==> config.mk <==
export PLATFORM = sky130hd
export DESIGN_NAME = regfile_seq
export DESIGN_NICKNAME = d
export VERILOG_FILES = /design/src/rtl/regfile_seq.sv
export SDC_FILE = /design/constraint.sdc
export NUM_CORES = 1
export LEC_CHECK = 0
export CORE_UTILIZATION = 51
export CTS_BUF_LIST = sky130_fd_sc_hd__clkbuf_2 sky130_fd_sc_hd__clkbuf_4 sky130_fd_sc_hd__clkbuf_8
export CTS_CLUSTER_DIAMETER = 50
export CTS_CLUSTER_SIZE = 25
export DETAILED_ROUTE_END_ITERATION = 6
export GPL_TIMING_DRIVEN = 0
export PLACE_DENSITY = 0.88
export SYNTH_ARGS = -nofsm -noshare
export SYNTH_HDL_FRONTEND = slang
export SYNTH_SLANG_ARGS = --single-unit
==> constraint.sdc <==
create_clock -name clk -period 4.11 [get_ports clk]
set_input_delay 0.822 -clock clk [delete_from_list [all_inputs] [get_ports clk]]
set_output_delay 0.822 -clock clk [all_outputs]
set_load 0.02 [all_outputs]
==> src/rtl/regfile_seq.sv <==
// Sequencer that fetches two operands and retires writeback/next-PC through a
// single shared register-file port.
module regfile_seq #(
  parameter int ADDR_WIDTH = 6,
  parameter int DATA_WIDTH = 32,
  parameter int PC_ADDR    = 32
) (
  input  logic                  clk,
  input  logic                  rst,
  input  logic                  req_valid,
  output logic                  req_ready,
  input  logic [4:0]            req_rs1,
  input  logic [4:0]            req_rs2,
  output logic                  op_valid,
  input  logic                  op_ready,
  output logic [DATA_WIDTH-1:0] op_rs1_val,
  output logic [DATA_WIDTH-1:0] op_rs2_val,
  input  logic                  wb_valid,
  output logic                  wb_ready,
  input  logic                  wb_en,
  input  logic [4:0]            wb_rd,
  input  logic [DATA_WIDTH-1:0] wb_data,
  input  logic [DATA_WIDTH-1:0] wb_pc,
  output logic [ADDR_WIDTH-1:0] rf_addr,
  output logic                  rf_wen,
  output logic                  rf_ren,
  output logic [DATA_WIDTH-1:0] rf_wdata,
  input  logic [DATA_WIDTH-1:0] rf_rdata,
  output logic                  busy
);

  typedef enum logic [2:0] {IDLE, RD1, RD2, CAP2, OPV, WBW, WRD, WPC} state_t;

  state_t                state, state_nxt;
  logic [4:0]            rs1_q, rs2_q, rd_q;
  logic                  wen_q;
  logic [DATA_WIDTH-1:0] rs1_val, rs2_val, wdata_q, pc_q;

  always_ff @(posedge clk) begin
    if (rst) begin
      state   <= IDLE;
      rs1_q   <= '0;
      rs2_q   <= '0;
      rd_q    <= '0;
      wen_q   <= 1'b0;
      rs1_val <= '0;
      rs2_val <= '0;
      wdata_q <= '0;
      pc_q    <= '0;
    end else begin
      state <= state_nxt;
      if (state == IDLE && req_valid) begin
        rs1_q <= req_rs1;
        rs2_q <= req_rs2;
      end
      // Read data lags rf_ren by one cycle; x0 always reads as zero.
      if (state == RD2)  rs1_val <= (rs1_q == 5'd0) ? '0 : rf_rdata;
      if (state == CAP2) rs2_val <= (rs2_q == 5'd0) ? '0 : rf_rdata;
      if (state == WBW && wb_valid) begin
        wen_q   <= wb_en;
        rd_q    <= wb_rd;
        wdata_q <= wb_data;
        pc_q    <= wb_pc;
      end
    end
  end

  // While rst is high every output is forced quiet, so a write in flight is dropped.
  always_comb begin
    state_nxt = state;
    req_ready = 1'b0;
    op_valid  = 1'b0;
    wb_ready  = 1'b0;
    rf_addr   = '0;
    rf_wen    = 1'b0;
    rf_ren    = 1'b0;
    rf_wdata  = '0;
    busy      = 1'b0;
    if (!rst) begin
      busy = (state != IDLE);
      case (state)
        IDLE: begin
          req_ready = 1'b1;
          if (req_valid) state_nxt = RD1;
        end
        RD1: begin
          rf_ren    = 1'b1;
          rf_addr   = ADDR_WIDTH'(rs1_q);
          state_nxt = RD2;
        end
        RD2: begin
          rf_ren    = 1'b1;
          rf_addr   = ADDR_WIDTH'(rs2_q);
          state_nxt = CAP2;
        end
        CAP2: state_nxt = OPV;
        OPV: begin
          op_valid = 1'b1;
          if (op_ready) state_nxt = WBW;
        end
        WBW: begin
          wb_ready = 1'b1;
          if (wb_valid) state_nxt = (wb_en && wb_rd != 5'd0) ? WRD : WPC;
        end
        WRD: begin
          rf_wen    = 1'b1;
          rf_addr   = ADDR_WIDTH'(rd_q);
          rf_wdata  = wdata_q;
          state_nxt = WPC;
        end
        WPC: begin
          rf_wen    = 1'b1;
          rf_addr   = ADDR_WIDTH'(PC_ADDR);
          rf_wdata  = pc_q;
          state_nxt = IDLE;
        end
        default: state_nxt = IDLE;
      endcase
    end
  end

  assign op_rs1_val = rst ? '0 : rs1_val;
  assign op_rs2_val = rst ? '0 : rs2_val;

endmodule

Yosys cells after proc, flatten, opt, wreduce, memory -nomap -nowiden:

Cells that the tools add are included.

* reduce and logical (&&, ||, !) cells: 11
* mux-type cells: 24
* equal/unequal tests: 10

Operator list (count)
* 2-to-1 mux 32 bit: 5
* one-hot mux 32 bit (2 select lines): 1
* one-hot mux 3 bit (8 select lines): 1
* one-hot mux 6 bit (4 select lines): 1
* == test 3 bit (second input constant): 4
* 2-to-1 mux 1 bit: 12
* zero test 5 bit: 2
* 2-to-1 mux 3 bit: 3
* == test 3 x 2 -> 1 bit (second input constant): 2
* 2-to-1 mux 6 bit: 1
* != test 2 bit (second input constant): 3
* nonzero test 5 bit: 1
* OR reduction 2 bit: 2
* == test 3 x 1 -> 1 bit (second input constant): 1
* logical AND 1 bit: 3
* zero test 3 bit: 1
* AND reduction 3 bit: 1
* nonzero test 3 bit: 1

* output and inout port bits: 108
* register bits: 146

Longest topological paths before layout:

* depth after elaboration: 5
* gate-level depth with buffers: 6
* depth with buffers taken out: 3

Worst setup path before layout:

OpenSTA, ideal clock, no wires.

* kind: input to output
* start: input rst
* end: output req_ready
* setup slack: 1492 ps
* path buffers: 2
* stages: 3
* data arrival time: 1796 ps
* path through: buf_2 buf_1 nor4_1

* longest elaborated chain between the ends: 1

RTL lines
* start, declared: RTL line 9 `input logic rst,`
* 2-to-1 mux 1 bit: RTL line 79 `if (!rst) begin`
* end, declared: RTL line 11 `output logic req_ready,`

Every way passes these cells.

Final worst setup path:

* start: input rst
* end: output rf_wdata[11]

* longest elaborated chain between the ends: 1

RTL lines
* 2-to-1 mux 32 bit: RTL line 79
* end, declared: RTL line 27 `output logic [DATA_WIDTH-1:0] rf_wdata,`

Every way passes these cells.

==> run summary <==
SYNTH
---------------------------------------------------------------------------------
Average instance area after synthesis ..............................    7.98 um^2
Net count of the mapped netlist ....................................          939
Number of distinct library cells after synthesis ...................           36
Sequential element share of the synthesized area ...................        44.6%
Count of warnings emitted by yosys .................................            0
Post-synthesis instance area .......................................    6560 um^2
Post-synthesis sequential element count ............................          146
Mapped Cells .......................................................          822
Synth area leaders ................................................. dfxtp_1 (45%), nand2_1 (13%), a21oi_1 (11%)
Area share of the largest cell type after synthesis ................        44.6%
Post-synth top area cell ...........................................      dfxtp_1

CLOCK NETWORK
---------------------------------------------------------------------------------
Hold-fix buffers, CTS ..............................................            0
Root Driver ........................................................     clkbuf_8
# H-tree levels ....................................................            4
Clk buf depth ......................................................            2
CTS Buf Count ......................................................           17
Buffer count from post-CTS setup fixing ............................            0
Clock tree from TritonCTS ..........................................        built
Clock-pin transition on the worst setup and hold timing paths ......        80 ps
Number of clock sinks seen by CTS ..................................          146
Post_cts resized ...................................................            0
Source-to-sink clock delay at the later pin of the worst-skew pair .       450 ps

FLOORPLAN
---------------------------------------------------------------------------------
Initial core utilization ...........................................        52.2%
Die height .........................................................       115 um
Core region area ...................................................   12600 um^2
Boundary pin count .................................................          225
Site Rows ..........................................................           41
Width of the chip ..................................................       115 um
Total die area .....................................................   13300 um^2

DRT
---------------------------------------------------------------------------------
DRC errors left ....................................................            0
Iteration-0 DRC count of the detailed router .......................          482
Detail-routed via count per cell ...................................         5.41
Number of iterations in the first detailed-routing pass ............            5
Final antenna-violating net count ..................................            0
Final routed wire length divided by cell count .....................      16.0 um
Vias after detailed routing ........................................         6764
Final WL ...........................................................      20.0 mm

PWR
---------------------------------------------------------------------------------
Areal power density over the cells .................................  340 nW/um^2
Peak VDD IR ........................................................     0.248 mV
Power share of the sequential group ................................        45.1%
Clock group share of total power ...................................        40.9%
Sw Pwr .............................................................     0.821 mW
Internal Dissipation ...............................................      2.40 mW
Switching portion of total power ...................................        25.5%
Static Leak ........................................................      3.19 nW
Combinational fraction of design power .............................        14.1%
Power, Total .......................................................      3.23 mW

PLACED DESIGN
---------------------------------------------------------------------------------
Placement-stage cell area ..........................................    9010 um^2
HPWL after detailed placement ......................................      14.9 mm
# port buffers .....................................................          224
Placer congestion estimate .........................................        0.878

STA
---------------------------------------------------------------------------------
Number of endpoints with negative hold slack in the final report ...            0
Clock skew after layout ............................................      10.6 ps
Final hold slack ...................................................       449 ps
Remaining max-slew budget at the tightest pin ......................        60.4%
Setup repair after global routing missed its margin ................        false
# setup viols final ................................................            0
Highest clock rate .................................................    0.260 GHz
Least-Margin Pin Slew ..............................................       594 ps
Minimum period implied by the final worst setup slack ..............      3850 ps
TNS Setup ..........................................................         0 ps
Pins over their slew limit .........................................            0
Final Cycle Share ..................................................        93.7%

LAYOUT
---------------------------------------------------------------------------------
N_diodes ...........................................................            0
Final-stage net count ..............................................         1182
Area taken by multi-input logic gates ..............................    3200 um^2
Sequential cell area in the final layout ...........................    2920 um^2
Share of layout cells above drive strength 1 .......................        8.16%
Cell area after layout .............................................    9490 um^2
Number of filler cells placed in the layout ........................          960
Syn-to-layout area delta ...........................................        44.7%

GLOBAL ROUTE
---------------------------------------------------------------------------------
Pin count of the biggest net entering global routing ...............           17
Total GRT Usage ....................................................        31.0%
Overflow left after global routing .................................            0
Number of global-route vias before repair ..........................         6541
Number of antenna violations at the first check in global routing ..            0
Global-route wire length before repair .............................      32.0 mm

WORST SETUP PATH
---------------------------------------------------------------------------------
Critical Path End Type .............................................  output port
Top fanout value on the critical path ..............................           10
Worst endpoint data arrival time ...................................      3030 ps
Critical path type ................................................. primary input to output port
Element type at the critical path start ............................ primary input
Required time at the endpoint of the critical path .................      3290 ps

JOB
---------------------------------------------------------------------------------
Number of max-cap violations .......................................            0

RUN STATUS
---------------------------------------------------------------------------------
Outcome ............................................................    completed

WORST HOLD PATH
---------------------------------------------------------------------------------
Min-Delay Path Class ............................................... flop to flop

## through the flow
step | worst slack [ps] | instances | util, %
6_report | 261 | 1250 | 75.5
3_3_place_gp | 293 | 1218 | 71.7
5_1_grt | 207 | 1250 | 75.5
4_1_cts | 275 | 1250 | 75.5
2_1_floorplan | 1490 | 822 | -
3_5_place_dp | 283 | 1218 | 71.7
## kinds of logic (layout without fill, tap and decap cells)
group	count (synthesis)	after routing	share of synthesized area (%)
XOR/XNOR	1	1	0.134
buffers and inverters	85	341	6.62
multiplexers	1	1	0.153
AO/OA/AOI/OAI	255	255	24.7
flip-flops	146	146	44.6
AND/OR/NAND/NOR	334	334	23.9
## metal layers
metal	routed length, um	global-route usage [%]	up-vias
met1	8060	35.2	3144
met2	10100	55.3	284
met5	0	0	-
li1	-	-	3294
met4	408	10.7	0
met3	1490	8.80	42
## cells in the mapped netlist, drive strengths merged
master and number:
o211ai 64, a21o 5, dfxtp 146, nand4b 1
nor4b 1, mux2i 1, and3b 2, a22o 32
nor2 6, or3b 1, nor4 3, nor2b 65
nor3b 1, and2 1, o41a 1, a2111oi 1
a211oi 7, or4 2, inv 1, buf 49
or4b 1, nand2 231, clkbuf 35, xnor2 1
nand2b 3, nand3b 11, and4b 1, or3 1
nor3 3, a21oi 145
## power groups by stage
| stage | sequential (mW) | combinational, mW | clock [mW] |
|---|---|---|---|
| after floorplan | 1.48 | 0.239 | 0 |
| after global placement | 1.49 | 0.441 | 0 |
| after detailed placement | 1.49 | 0.445 | 0 |
| after CTS | 1.45 | 0.449 | 1.33 |
| after global routing | 1.46 | 0.487 | 1.40 |
| final | 1.45 | 0.453 | 1.32 |
## final cells by class
class	instances	share of cell area, %
Buffer	84	4.54
Clock buffer	18	2.61
Clock inverter	14	2.40
Inverter	1	0.0396
Multi-Input combinational cell	591	33.7
Sequential cell	146	30.8
Tap cell	172	2.27
Timing Repair Buffer	224	23.6
## sequential cells by signal, summed over array words and instances (netlist names)
name and cells:
rs1_q 5, rd_q 5, wdata_q 32, rs2_val 32
state 3, rs1_val 32, rs2_q 5, pc_q 32
## cell usage in the layout, fill, tap and decap left out, types with 18 or more instances in the layout
cell / count
dfxtp_1: 146
clkdlybuf4s50_1: 224
nor2b_1: 65
clkbuf_1: 35
a21oi_1: 145
buf_2: 38
a22o_1: 32
nand2_1: 231
o211ai_1: 60
clkbuf_8: 18
## path summary, 6_finish.rpt
| path | cells past startpoint | endpoint | startpoint | slack, ps |
|---|---|---|---|---|
| max | 6 | rf_wdata[11] | rst | 260 |
| min | 2 | rs2_val[11] | rs2_val[11] | 450 |
| max reg2reg | 6 | rs1_val[10] | state[1] | 2370 |
| min reg2reg | 2 | rs2_val[11] | rs2_val[11] | 450 |
## critical path, cell delays in order
cell and delay, ps:
clkdlybuf4s50_1 570, nand2b_1 260, nor2_2 230, buf_2 290
a22o_1 230, clkdlybuf4s50_1 620
(Power assumes the default switching activity.)
